===== src/rtl/cgp_pkg.sv =====
// Shared constants and the evaluation state type for the CGP fitness harness.
package cgp_pkg;

  localparam int N_IN    = 4;
  localparam int N_OUT   = 4;
  localparam int N_VEC   = 2 ** N_IN;
  localparam int TT_W    = N_OUT * N_VEC;
  localparam int SCORE_W = $clog2(TT_W + 1);

  typedef enum logic [1:0] {
    IDLE   = 2'd0,
    DRIVE  = 2'd1,
    SAMPLE = 2'd2,
    DONE   = 2'd3
  } eval_state_t;

endpackage


===== src/rtl/cgp_fitness_eval_popcount.sv =====
// Combinational population count of a W-bit vector.
module cgp_popcount #(
  parameter  int W  = 4,
  localparam int CW = $clog2(W + 1)
) (
  input  logic [W-1:0]  bits,
  output logic [CW-1:0] count
);

  // Sum the set bits one at a time; W is small, so a plain adder chain is fine.
  always_comb begin
    count = '0;
    for (int i = 0; i < W; i++) begin
      count = count + CW'(bits[i]);
    end
  end

endmodule


===== src/rtl/cgp_fitness_eval.sv =====
// Fitness evaluator: sweeps every input vector through one CGP individual,
// samples its outputs after a settle interval and scores them bitwise
// against a target truth table.
//
// state  | meaning
// IDLE   | waiting for start; results from the last run are held
// DRIVE  | dut_in = vec, waiting SETTLE_CYCLES+1 cycles for the individual
// SAMPLE | compare registered outputs with the target row, accumulate score
// DONE   | one-cycle result strobe, then back to IDLE
module cgp_fitness_eval #(
  parameter  int N_IN          = cgp_pkg::N_IN,
  parameter  int N_OUT         = cgp_pkg::N_OUT,
  parameter  int SETTLE_CYCLES = 2,
  localparam int N_VEC         = 2 ** N_IN,
  localparam int TT_W          = N_OUT * N_VEC,
  localparam int SCORE_W       = $clog2(TT_W + 1)
) (
  input  logic               clk,
  input  logic               rst,
  input  logic               start,
  input  logic [TT_W-1:0]    target_tt,
  output logic [N_IN-1:0]    dut_in,
  input  logic [N_OUT-1:0]   dut_out,
  output logic               busy,
  output logic               done,
  output logic [SCORE_W-1:0] score,
  output logic               perfect,
  output logic               fail_valid,
  output logic [N_IN-1:0]    fail_vec
);

  import cgp_pkg::*;

  localparam int CNT_W   = (SETTLE_CYCLES > 1) ? $clog2(SETTLE_CYCLES + 1) : 1;
  localparam int MATCH_W = $clog2(N_OUT + 1);

  localparam logic [CNT_W-1:0]   SETTLE_LOAD = CNT_W'(SETTLE_CYCLES);
  localparam logic [N_IN-1:0]    LAST_VEC    = N_IN'(N_VEC - 1);
  localparam logic [SCORE_W-1:0] MAX_SCORE   = SCORE_W'(TT_W);

  eval_state_t          state;
  eval_state_t          state_nxt;
  logic [CNT_W-1:0]     settle_cnt;
  logic [N_IN-1:0]      vec;
  logic [TT_W-1:0]      tt_q;
  logic [N_OUT-1:0]     dut_out_q;
  logic [SCORE_W-1:0]   score_acc;
  logic                 fail_valid_q;
  logic [N_IN-1:0]      fail_vec_q;
  logic [N_OUT-1:0]     expected;
  logic [N_OUT-1:0]     match_bits;
  logic [MATCH_W-1:0]   match_cnt;
  logic                 mismatch;
  logic                 last_vec;

  assign expected   = tt_q[vec*N_OUT +: N_OUT];
  assign match_bits = ~(dut_out_q ^ expected);
  assign mismatch   = |(dut_out_q ^ expected);
  assign last_vec   = (vec == LAST_VEC);

  cgp_popcount #(
    .W(N_OUT)
  ) u_popcount (
    .bits (match_bits),
    .count(match_cnt)
  );

  // State register.
  always_ff @(posedge clk) begin
    if (rst) begin
      state <= IDLE;
    end else begin
      state <= state_nxt;
    end
  end

  // Next-state logic; the settle counter runs down to zero before sampling.
  always_comb begin
    state_nxt = state;
    case (state)
      IDLE:    if (start) state_nxt = DRIVE;
      DRIVE:   if (settle_cnt == '0) state_nxt = SAMPLE;
      SAMPLE:  state_nxt = last_vec ? DONE : DRIVE;
      DONE:    state_nxt = IDLE;
      default: state_nxt = IDLE;
    endcase
  end

  // Register the individual's outputs so sampling never sees a raw fabric path.
  always_ff @(posedge clk) begin
    if (rst) begin
      dut_out_q <= '0;
    end else begin
      dut_out_q <= dut_out;
    end
  end

  // Run datapath: vector/settle counters, captured target and result accumulators.
  always_ff @(posedge clk) begin
    if (rst) begin
      settle_cnt   <= '0;
      vec          <= '0;
      tt_q         <= '0;
      score_acc    <= '0;
      fail_valid_q <= 1'b0;
      fail_vec_q   <= '0;
    end else begin
      case (state)
        IDLE: begin
          if (start) begin
            settle_cnt   <= SETTLE_LOAD;
            vec          <= '0;
            tt_q         <= target_tt;
            score_acc    <= '0;
            fail_valid_q <= 1'b0;
            fail_vec_q   <= '0;
          end
        end
        DRIVE: begin
          if (settle_cnt != '0) settle_cnt <= settle_cnt - 1'b1;
        end
        SAMPLE: begin
          score_acc <= score_acc + SCORE_W'(match_cnt);
          if (mismatch && !fail_valid_q) begin
            fail_valid_q <= 1'b1;
            fail_vec_q   <= vec;
          end
          if (!last_vec) begin
            vec        <= vec + 1'b1;
            settle_cnt <= SETTLE_LOAD;
          end
        end
        default: ;
      endcase
    end
  end

  assign dut_in     = vec;
  assign busy       = (state == DRIVE) || (state == SAMPLE);
  assign done       = (state == DONE);
  assign score      = score_acc;
  assign perfect    = (score_acc == MAX_SCORE);
  assign fail_valid = fail_valid_q;
  assign fail_vec   = fail_vec_q;

endmodule


===== config.mk =====
export PLATFORM = sky130hd
export DESIGN_NAME = cgp_fitness_eval
export DESIGN_NICKNAME = d
export VERILOG_FILES = /design/src/rtl/cgp_pkg.sv /design/src/rtl/cgp_fitness_eval_popcount.sv /design/src/rtl/cgp_fitness_eval.sv
export SDC_FILE = /design/constraint.sdc
export NUM_CORES = 1
export LEC_CHECK = 0
export BUFFER_PORTS_ARGS = -buffer_cell sky130_fd_sc_hd__buf_2
export CAP_MARGIN = 0
export CORE_MARGIN = 1.5
export CORE_UTILIZATION = 55
export DETAILED_ROUTE_END_ITERATION = 10
export HOLD_SLACK_MARGIN = 0.02
export PLACE_DENSITY_LB_ADDON = 0.2
export SYNTH_ARGS = -nofsm -noshare
export SYNTH_HDL_FRONTEND = slang
export SYNTH_HIERARCHICAL = 1
export SYNTH_SLANG_ARGS = --single-unit

===== constraint.sdc =====
create_clock -name clk -period 5.6 [get_ports clk]
set_input_delay 1.4 -clock clk [delete_from_list [all_inputs] [get_ports clk]]
set_output_delay 1.4 -clock clk [all_outputs]
set_load 0.05 [all_outputs]

# Yosys cells after proc, flatten, opt, wreduce, memory -nomap -nowiden
# Cells that the tools add are included.
# word_totals
latchBits,0
elab_cells,60
out_inout_bits,19
ramBits,0
memories,0
rom_bits,0
inputBits,71
reg_bits,88
# classes
n_reduce_logical,15
div,0
n_shift,1
n_lt_le_gt_ge,0
n_mux,18
eq_ne,10
mul,0
n_addsub,6
n_bitwise,2
# op_table
op,n
64-bit by 7-bit indexed part select with 4-bit output,1
4-bit one-hot mux with 2 select lines,2
7-bit one-hot mux with 2 select lines,1
2-bit 2-to-1 mux,6
4-bit 2-to-1 mux,3
"2-bit inequality test, second input constant",5
2-bit one-hot mux with 4 select lines,1
7-bit by 3-bit adder with 7-bit output,1
"7-bit == test, second input constant",1
7-bit 2-to-1 mux,1
3-bit by 1-bit adder with 3-bit output,2
2-bit one-hot mux with 3 select lines,1
2-bit AND reduction,3
3-bit AND reduction,2
"4-bit by 1-bit adder with 4-bit output, second input constant",1
"2-bit == test, second input constant",2
"4-bit == test, second input constant",1
2-bit zero test,2
4-bit inverter,1
4-bit AND reduction,1
2-bit nonzero test,2
4-bit OR reduction,1
4-bit bitwise XOR,1
3-bit nonzero test,1
other kinds (8),9

# Depth between registers and ports, before layout
# Gate-level depths: netlist of the first run.
# logic_depth
word_depth,8
depth_mapped,20
depth_no_buf,18

# Cells and area by module
# The synthesis of the first run kept the hierarchy.
# modules_own_cells
mod,cells_each,area_per_inst_um2,seq_area_each_um2,instances
cgp_fitness_eval,468,4043.9,1761.7,1
cgp_popcount,8,63.8,0.0,1

# Least setup slack after synthesis of the first run
# OpenSTA, ideal clock, no wires.
# synth_path
path_kind,reg-to-reg
start,reg vec[1] (netlist: dut_in[1])
end,reg score_acc[5] (netlist: score[5])
path_buffers,2
path_stages_with_launch,19
arrival_ps,4116
slack_ps,1368
period_less_slack_ps,4232
t_required_ps,5485
path_cell_list,dfxtp_1 -> buf_6 -> buf_8 -> mux4_2 -> mux4_2 -> xor2_1 -> inv_1 -> inv_1 -> fa_1 -> inv_1 -> ha_1 -> ha_1 -> ha_1 -> a21o_1 -> a21oi_1 -> nor2_1 -> nand3_1 -> xor2_1 -> nor2_1
# synth_lines
item,line,text
"start, declared",cgp_fitness_eval.sv:44,logic [N_IN-1:0] vec;
"start signal, assigned",cgp_fitness_eval.sv:129,vec <= vec + 1'b1;
64-bit by 7-bit indexed part select with 4-bit output,cgp_fitness_eval.sv:56,assign expected = tt_q[vec*N_OUT +: N_OUT];
4-bit bitwise XOR,cgp_fitness_eval.sv:57,assign match_bits = ~(dut_out_q ^ expected);
4-bit inverter,cgp_fitness_eval.sv:57,
net match_bits[3],cgp_fitness_eval.sv:51,logic [N_OUT-1:0] match_bits;
3-bit by 1-bit adder with 3-bit output,cgp_fitness_eval_popcount.sv:14,count = count + CW'(bits[i]);
net match_cnt[1],cgp_fitness_eval.sv:52,logic [MATCH_W-1:0] match_cnt;
7-bit by 3-bit adder with 7-bit output,cgp_fitness_eval.sv:123,score_acc <= score_acc + SCORE_W'(match_cnt);
7-bit one-hot mux with 2 select lines,cgp_fitness_eval.sv:108,case (state)
"end signal, assigned",cgp_fitness_eval.sv:123,
"end, declared",cgp_fitness_eval.sv:47,logic [SCORE_W-1:0] score_acc;
# The timed path passes the listed nets, and every way through them passes these cells.
# A chain may end at the register's enable or synchronous reset.

# Worst setup path in the final report of the first run
# Ends and elaborated chain as after synthesis.

==> results_dict.tcl, run 1 <==
set metrics [dict create \
    yosysTopAreaCellShare_pct 42.9 \
    power_density_nw_per_um2 400 \
    p_int_mw 1.15 \
    leakage_nw 1.99 \
    synth.cell_area_um2 4110 \
    grt_usage_pct 24.5 \
    hold_path.class "reg -> reg" \
    worstPathRequired_ps 5850 \
    cts.path.max_buffers 2 \
    worst_slack_ps 1210 \
    clkSinkCount 88 \
    p_seq_share_pct 42.8 \
    area_growth_pct 14.6 \
    status "complete, no violations" \
    finClkSkew_ps 10.7 \
    gp_congestion 0.808 \
    die_h_um 89.4 \
    critPathKind "reg -> reg" \
    synth_compound_area_share_pct 13.8 \
    rows 31 \
    finalCoreUtilization_pct 64.9 \
    placed_area_um2 4530 \
    antenna_cells 0 \
    numPortBuffers 89 \
    cp_num_buf_inv 3 \
    antenna_found_initial 0 \
    finalMaxSlewViolations 0 \
    cp_top_family "multiplexers" \
    worst_path_max_delay_cell "dfxtp_1" \
    cts_tree "done" \
    grt_max_degree 66 \
    grt_first_pass_wirelength_mm 14.9 \
    max-vdd-ir-drop_uv 183 \
    initial_core_util_pct 56.6 \
    ys_ff_latch 88 \
    io_pins 90 \
    totalWireLength_mm 9.22 \
    ctsRootBufferMaster "clkbuf_8" \
    post_cts_buffers 0 \
    firstDrtPassIters 4 \
    drt-initial-drc-count 131 \
    hp-start "tt_q[58]" \
    via_count 3447 \
    grt_pass1_vias 3206 \
    setup-violations-final 0 \
    p_switching_mw 0.726 \
    fin_crit_ps 4390 \
    yosys.area.top_type "dfxtp_1" \
    synth_edf_count 0 \
    synth_seq_area_share_pct 42.9 \
    synth_simple_gate_area_share_pct 19.3 \
    tightest_slew_ps 1160 \
    cts_resized 0 \
    synth_xor_area_share_pct 2.07 \
    max-cap-violations 0 \
    htreeDepth 3 \
    fmax_mhz 228 \
    drc 0 \
    synth_cell_type_count 51 \
    crit_path_start_kind "register" \
    cts_hold_buf 0 \
    crit_chain "mux4_1, mux4_2, xor2_1, inv_1, inv_1, fa_1, inv_1, ha_1, ha_1, ha_1, a21o_1, a21oi_1, nor2_1, nand3_1, xor2_1, nor2_1" \
    r2r_slack_ps 1210 \
    worst_hold_path.endpoint "tt_q[58]" \
    dp_hpwl_mm 6.71 \
    ys_warn_count 6 \
    slew_headroom_pct 22.4 \
    hold_depth 2 \
    slowest_delay_ps 780 \
    clk-insertion-delay-late_ps 350 \
    cts_buffers 9 \
    synthArstFlopShare_pct 0 \
    synth_fa_ha_area_share_pct 4.93 \
    wl_per_cell_um 14.2 \
    detail-route-antenna-nets 0 \
    rsz0062_at_grt "false" \
    final_area_um2 4710 \
    hold_viol_final 0 \
    vias_per_cell 5.29 \
    switching_share_pct 38.6 \
    avgSynthCellArea_um2 8.63 \
    post_route_cells_drive_above_1_share_pct 23.2 \
    synth_top_family_by_area "simple AND/OR/NAND/NOR gates" \
    arrival_ps 4640 \
    clockPowerShare_pct 21.1 \
    ys.flop_type "dfxtp_1" \
    r2r_start "dut_in[1]" \
    grt.overflow.total 0 \
    combPwrFrac_pct 36.1 \
    dieWidth_um 89.4 \
    reg2reg_to "score[5]" \
    fp.coreArea_um2 7250 \
    setup_tns_ps 0 \
    end_kind "register" \
    netlist_top_cells_area "dfxtp_1 43%, nand2_1 13%, a21oi_1 9.0%" \
    dieArea_um2 8000 \
    syn_nets 562 \
    clkTransAtPathRegs_ps 80 \
    pre_cts_slack_ps 1210 \
    synth.mux.area_fraction_pct 11.8 \
    fin_crit_sh_pct 78.4 \
    nets 633 \
    r2r_cells 16 \
    syn_inst 476 \
    path_max_fanout 17 \
]
==> power groups by stage <==
stage | Sequential (mW) | Combinational (mW) | Clock (mW)
floorplan | 0.818 | 0.524 | 0
global placement | 0.818 | 0.661 | 0
detailed placement | 0.818 | 0.681 | 0
CTS | 0.804 | 0.682 | 0.404
global route | 0.816 | 0.766 | 0.427
finish | 0.805 | 0.679 | 0.396
==> state kept, by name (all words and copies together) (netlist names) <==
register / cells
fail_valid: 1
tt_q: 64
settle_cnt: 2
state: 2
dut_in: 4
score: 7
fail_vec: 4
dut_out_q: 4
==> logic make-up (layout without fill, tap and decap cells) <==
family | count (synthesis) | after routing
buffers and inverters | 44 | 120
AOI/OAI and AO/OA | 98 | 98
DFF | 88 | 88
and+or+nand+nor | 191 | 191
xor gates and xnor gates | 8 | 8
adders and majority gates | 15 | 15
muxes | 32 | 32
==> per-layer routing <==
metal,global-route usage (%),vias to the layer above,share of wire [%]
li1,-,1746,-
met1,31.1,1589,45
met2,40.9,91,48
met3,4.06,21,3.9
met4,11.2,0,2.6
met5,0,-,0
==> cell type report <==
cell class / count / area, um2
clock buffers: 12 / 145
clock inverters: 4 / 30.0
fillers: 651 / 2550
inverters: 12 / 45.0
multi-input cells: 344 / 2130
flip-flops and latches: 88 / 1760
well taps: 99 / 124
repair buffers: 92 / 468
==> tightest hold or removal path, cell delays in order, from the launching register on <==
cell,delay [ps]
dfxtp_1,310
nand2_1,50
a21oi_1,50
==> cell usage after synthesis (2+ instances only) <==
cell type	count
a211oi_1	3
a21oi_1	74
a22oi_1	3
a32oi_1	2
and2_1	2
and2b_2	2
buf_1	2
buf_6	4
clkbuf_1	23
dfxtp_1	88
fa_1	2
ha_1	13
inv_1	12
mux2_1	4
mux2_2	5
mux2i_1	12
mux4_1	4
mux4_2	6
nand2_1	147
nand2b_1	2
nand3_1	4
nand4_1	3
nor2_1	18
nor2b_1	5
o21a_1	2
o21ai_0	2
o21ai_1	2
o221ai_1	3
xor2_1	5
==> how the worst max path moves through the flow <==
stage / cells after the start / endpoint / slack (ps) / from
6_report: 16 / score[5] / 1210 / dut_in[1]
5_1_grt: 16 / score[5] / 930 / dut_in[1]
4_1_cts: 15 / score[4] / 1220 / dut_in[1]
3_5_place_dp: 16 / score[5] / 1210 / dut_in[1]
3_3_place_gp: 15 / score[5] / 1420 / dut_in[1]
2_1_floorplan: 18 / score[5] / 1370 / dut_in[1]
==> layout by cell type (no fill, tap or decap), types with 4 or more instances in the layout <==
cell	n
nand2_1	146
buf_2	89
dfxtp_1	88
a21oi_1	74
nor2_1	18
ha_1	13
inv_1	12
mux2i_1	12
clkbuf_8	10
mux4_2	6
nor2b_1	5
mux2_2	5
xor2_1	5
mux2_1	4
mux4_1	4
nand3_1	4
==> through the flow <==
stage	power, mW	std cells	hold slack (ps)
2_1_floorplan	1.34	476	432
3_3_place_gp	1.48	635	441
3_5_place_dp	1.50	635	446
4_1_cts	1.89	651	458
5_1_grt	2.01	651	476
6_report	1.88	651	455
No activity file was read; power rests on OpenSTA's default activity.
==> run 2: changes to the inputs <==
- ABC_AREA: not set -> 1
- CORE_UTILIZATION: 55 -> 49
- clock period: 5.6 -> 3.75 ns (I/O delays scaled with it)
==> run 2 against run 1 <==
Compared with the run above: clock power increased by 59%; sequential share of layout area decreased by 1.2 points; wire length increased by 6.9%; non-clock buffer count increased by 6; first-iteration DRC count increased by 36%; via count increased by 16%; combinational power increased by 140%; critical endpoint unchanged.
==> results_dict.tcl, run 2 <==
set metrics [dict create \
    setup_tns_ps 0 \
    dp_hpwl_mm 7.08 \
    synth_cell_type_count 30 \
    cts.path.max_buffers 2 \
    drc 0 \
    grt.overflow.total 0 \
    drt-initial-drc-count 178 \
    yosys.area.top_type "dfxtp_1" \
    use_met1_pct 28.0 \
    fp.coreArea_um2 8260 \
    gp_congestion 0.849 \
    p_seq_share_pct 36.3 \
    p_switching_mw 1.51 \
    synth_top_family_by_area "simple AND/OR/NAND/NOR gates" \
    grt_usage_pct 23.0 \
    dieArea_um2 9130 \
    finalMaxSlewViolations 0 \
    synthArstFlopShare_pct 0 \
    htreeDepth 3 \
    die_h_um 95.5 \
    synth.mux.area_fraction_pct 0 \
    area_growth_pct 15.9 \
    ys_warn_count 6 \
    largest_reg_flops 64 \
    yosysTopAreaCellShare_pct 42.0 \
    clockPowerShare_pct 18.0 \
    io_pins 90 \
    synth.cell_area_um2 4200 \
    grt_pass1_vias 3683 \
    netlist_top_cells_area "dfxtp_1 42%, o21ai_0 8.8%, nand2_1 8.1%" \
    synth_edf_count 0 \
    initial_core_util_pct 50.8 \
    hold-worst-slack_ps 458 \
    ys.flop_type "dfxtp_1" \
    rows 33 \
    ctsRootBufferMaster "clkbuf_8" \
    critPathKind "reg -> reg" \
    antenna_cells 0 \
    worst_slack_ps 300 \
    tightest_slew_ps 884 \
    path_max_fanout 34 \
    yosysMostFrequentCell "nand2_1" \
    synth_compound_area_share_pct 19.7 \
    vias_per_cell 5.11 \
    ys_ff_latch 88 \
    synth_commonest_cells "91 x nand2_1, 88 x dfxtp_1, 83 x inv_1, 74 x o21ai_0, 65 x a21oi_1" \
    end_kind "register" \
    rsz0062_at_grt "false" \
    p_int_mw 1.99 \
    clkSinkCount 88 \
    avgSynthCellArea_um2 7.02 \
    dieWidth_um 95.5 \
    fmax_mhz 290 \
    final_common_cell "nand2_1" \
    grt_first_pass_wirelength_mm 16.3 \
    use_met2_pct 38.8 \
    combPwrFrac_pct 45.7 \
    fin_crit_ps 3450 \
    regMostFlops "tt_q" \
    post_route_cells_drive_above_1_share_pct 18.4 \
    antenna_found_initial 0 \
    totalWireLength_mm 9.86 \
    leakage_nw 2.24 \
    arrival_ps 3760 \
    max-vdd-ir-drop_uv 674 \
    finalCoreUtilization_pct 58.9 \
    syn_nets 684 \
    synth_simple_gate_area_share_pct 21.3 \
    synth_xor_area_share_pct 0.209 \
    post_cts_buffers 0 \
    nets 756 \
    firstDrtPassIters 5 \
    layout_common_cells "90 x nand2_1, 89 x buf_2, 88 x dfxtp_1, 82 x inv_1, 74 x o21ai_0" \
    pre_cts_slack_ps 230 \
    wl_per_cell_um 12.6 \
    grt_util_met3_pct 5.82 \
    status "complete, no violations" \
    worstPathRequired_ps 4060 \
    slew_headroom_pct 41.0 \
    detail-route-antenna-nets 0 \
    grt-busiest-layer "met2" \
    syn_inst 598 \
    synth_seq_area_share_pct 42.0 \
    clkTransAtPathRegs_ps 90 \
    finClkSkew_ps 8.14 \
    cts_tree "done" \
    cts_buffers 9 \
    grt_max_degree 112 \
    numPortBuffers 89 \
    max-cap-violations 0 \
    power_density_nw_per_um2 720 \
    setup-violations-final 0 \
    switching_share_pct 43.2 \
    hold_viol_final 0 \
    fin_crit_sh_pct 92.0 \
    crit_path_start_kind "register" \
    via_count 3988 \
    synth_fa_ha_area_share_pct 4.83 \
    clk-insertion-delay-late_ps 360 \
    fill_cells 821 \
    hold_path.class "reg -> reg" \
]
[run 2: cell types whose count changed in the layout (fill, tap and decap cells not counted), sizes merged, moves of 7 or more]
cell and delta:
nand3 +52, nor2 +35, mux2 -9, nand2 -53, a21oi -7, inv +74, mux4 -10, o21ai +82
mux2i -13
[run 2: final timing paths]
path / start / end / slack, ps / cells past startpoint
min: tt_q[17] / tt_q[17] / 460 / 2
max reg2reg: dut_in[0] / score[5] / 300 / 22
min reg2reg: tt_q[17] / tt_q[17] / 460 / 2
max: dut_in[0] / score[5] / 300 / 22
[run 2: power groups by stage]
stage	Clock, mW	Combinational [mW]	Sequential (mW)
floorplan	0	1.17	1.35
global placement	0	1.52	1.28
CTS	0.649	1.60	1.27
finish	0.630	1.60	1.27
detailed placement	0	1.58	1.29
global route	0.680	1.84	1.29
[run 2: worst max-delay path: stages, from the launching register on]
cell and delay, ps:
dfxtp_1 380, buf_6 250, nand2_1 80, o21ai_1 80, nand2_1 80, nand3_1 70
nand3_1 80, nand3_1 100, nand2_1 70, inv_1 50, inv_1 50, fa_1 550
inv_1 50, ha_1 180, ha_1 320, ha_1 300, nand3_1 70, nand3_1 90
nand2_1 60, nor2_1 130, nand2_1 90, a21oi_1 120, o21a_1 140
[run 2: per-layer routing]
layer / part of all wire, % / vias to the layer above
met5: 0 / -
met4: 2.3 / 0
met3: 6.1 / 21
met2: 48 / 114
met1: 43 / 1781
li1: - / 2072
[run 2: cell families (layout without fill, tap and decap cells)]
logic type,count (synthesis),after routing
AND/OR/NAND/NOR,211,211
XOR/XNOR,1,1
adder cells (fa/ha/maj),15,15
AO/OA/AOI/OAI,160,160
buffers and inverters,123,200
flip-flops,88,88
[run 2: layout make-up]
type,instances,area (um2),share of cell area (%)
clock buffers,11,151,3.11
flip-flops and latches,88,1760,36.2
repair buffers,98,520,10.7
multi-input cells,387,1930,39.8
inverters,86,323,6.64
well taps,105,131,2.70
clock inverters,5,40.0,0.823
[run 2: stage by stage]
| step | cell area [um2] | total power [mW] | std cells |
|---|---|---|---|
| 2_1_floorplan | 4200 | 2.52 | 598 |
| 3_3_place_gp | 4660 | 2.80 | 764 |
| 3_5_place_dp | 4660 | 2.88 | 764 |
| 4_1_cts | 4850 | 3.52 | 780 |
| 5_1_grt | 4860 | 3.81 | 780 |
| 6_report | 4860 | 3.50 | 780 |
[run 2: what timing repair did]
| action | 4_1_cts | 5_1_grt |
|---|---|---|
| endpoints found under the setup margin | 0 | 2 |
| gates resized for setup | 0 | 3 |
| hold buffers | 0 | 0 |
==> run 3: changes to the inputs <==
- REMOVE_ABC_BUFFERS: not set -> 1
==> run 3 against run 2 <==
Compared with the run above: register-to-register slack improved by 90 ps; sequential share of layout area fell by 0.22 points; utilization rose by 0.48 points; worst setup slack better by 93 ps; count of clock-buffer cells in the layout rose by 1; critical endpoint unchanged; largest power group unchanged.
==> results_dict.tcl, run 3 (same netlist as run 2, synthesis figures left out) <==
set metrics [dict create \
    arrival_ps 3670 \
    seq_area_um2 1770 \
    firstDrtPassIters 4 \
    final_area_um2 4900 \
    cts_resized 0 \
    numPortBuffers 89 \
    setup-violations-final 0 \
    path_max_fanout 12 \
    via_count 3961 \
    max-vdd-ir-drop_uv 551 \
    die_h_um 95.5 \
    p_int_mw 2.05 \
    grt.overflow.total 0 \
    critPathKind "reg -> reg" \
    tightest_slew_ps 874 \
    combPwrFrac_pct 44.4 \
    p_switching_mw 1.48 \
    grt_max_degree 112 \
    detail-route-antenna-nets 0 \
    layout_common_cells "90 x nand2_1, 89 x buf_2, 87 x dfxtp_1, 82 x inv_1, 74 x o21ai_0" \
    grt_pass1_vias 3625 \
    switching_share_pct 41.8 \
    fin_crit_ps 3360 \
    initial_core_util_pct 50.8 \
    regMostFlops "tt_q" \
    htreeDepth 3 \
    leakage_nw 2.26 \
    multi_input_area_um2 1930 \
    clockPowerShare_pct 19.4 \
    power_density_nw_per_um2 720 \
    drc 0 \
    finClkSkew_ps 13.2 \
    final_common_cell "nand2_1" \
    hold_path.class "reg -> reg" \
    placed_area_um2 4690 \
    rsz0062_at_grt "false" \
    vias_per_cell 5.07 \
    io_pins 90 \
    gp_congestion 0.795 \
    hold-worst-slack_ps 455 \
    cts.path.max_buffers 2 \
    nets 758 \
    dieArea_um2 9130 \
    cts_hold_buf 0 \
    fp.coreArea_um2 8260 \
    status "complete, no violations" \
    grt_first_pass_wirelength_mm 16.1 \
    fin_crit_sh_pct 89.5 \
    max-cap-violations 0 \
    totalWireLength_mm 9.89 \
    end_kind "register" \
    post_cts_buffers 0 \
    antenna_cells 0 \
    dp_hpwl_mm 7.01 \
    clkSinkCount 88 \
    fill_cells 789 \
    drt-initial-drc-count 154 \
    hold_viol_final 0 \
    ctsRootBufferMaster "clkbuf_8" \
    finalMaxSlewViolations 0 \
    slew_headroom_pct 41.7 \
    crit_path_start_kind "register" \
    cts_tree "done" \
    fmax_mhz 298 \
    p_seq_share_pct 36.2 \
    clkTransAtPathRegs_ps 90 \
    power.total_mw 3.53 \
    dieWidth_um 95.5 \
    area_growth_pct 16.8 \
    post_route_cells_drive_above_1_share_pct 18.6 \
    grt_usage_pct 22.8 \
    cts_buffers 9 \
    wl_per_cell_um 12.6 \
    worstPathRequired_ps 4060 \
    rows 33 \
    clk-insertion-delay-late_ps 360 \
    antenna_found_initial 0 \
    largest_reg_flops 64 \
]
run 3: layout make-up:
cell class	count	share of cell area, %
Clock inverter	4	1.07
Multi-Input combinational cell	387	39.5
Clock buffer	12	3.16
Tap cell	105	2.68
Timing Repair Buffer	100	11.0
Sequential cell	88	36.0
Inverter	86	6.59
run 3: worst paths after layout:
| kind | start | cells after the start | slack [ps] | end |
|---|---|---|---|---|
| setup / recovery | dut_in[0] | 22 | 390 | score[5] |
| hold / removal | tt_q[51] | 2 | 460 | tt_q[51] |
| setup reg to reg | dut_in[0] | 22 | 390 | score[5] |
| hold reg to reg | tt_q[51] | 2 | 460 | tt_q[51] |
run 3: per-stage QoR:
stage                     util, %  setup TNS, ps  setup WS, ps  instances
after floorplan                 -          -5210          -886        561
after global placement       56.8              0           437        766
after detailed placement     56.8              0           346        766
after CTS                    59.3              0           294        782
after global routing         59.4              0          60.6        782
final                        59.4              0           393        782
run 3: per-layer routing:
layer / global-route usage [%] / wire (um)
met2: 38.5 / 4640
met3: 4.47 / 561
met1: 28.9 / 4560
met5: 0 / 0
met4: 7.60 / 125
run 3: critical path, stage by stage (launching register included):
cell	delay (ps)
dfxtp_4	430
inv_1	70
buf_4	170
nand2_1	70
nand3_1	60
nand3_1	80
nand3_1	100
nand3_1	100
nand2_1	70
inv_1	50
inv_1	50
fa_1	530
inv_1	40
ha_1	170
ha_1	310
ha_1	290
nand3_1	70
nand3_1	90
nand2_1	60
nor2_1	150
nand2_1	90
a21oi_1	140
o21a_1	130
run 3: power groups by stage:
stage          registers [mW]  logic [mW]  clock network (mW)
6_report                 1.28        1.57               0.685
5_1_grt                  1.30        1.80               0.737
4_1_cts                  1.28        1.57               0.697
3_5_place_dp             1.30        1.56                   0
3_3_place_gp             1.29        1.52                   0
2_1_floorplan            1.39        1.04                   0
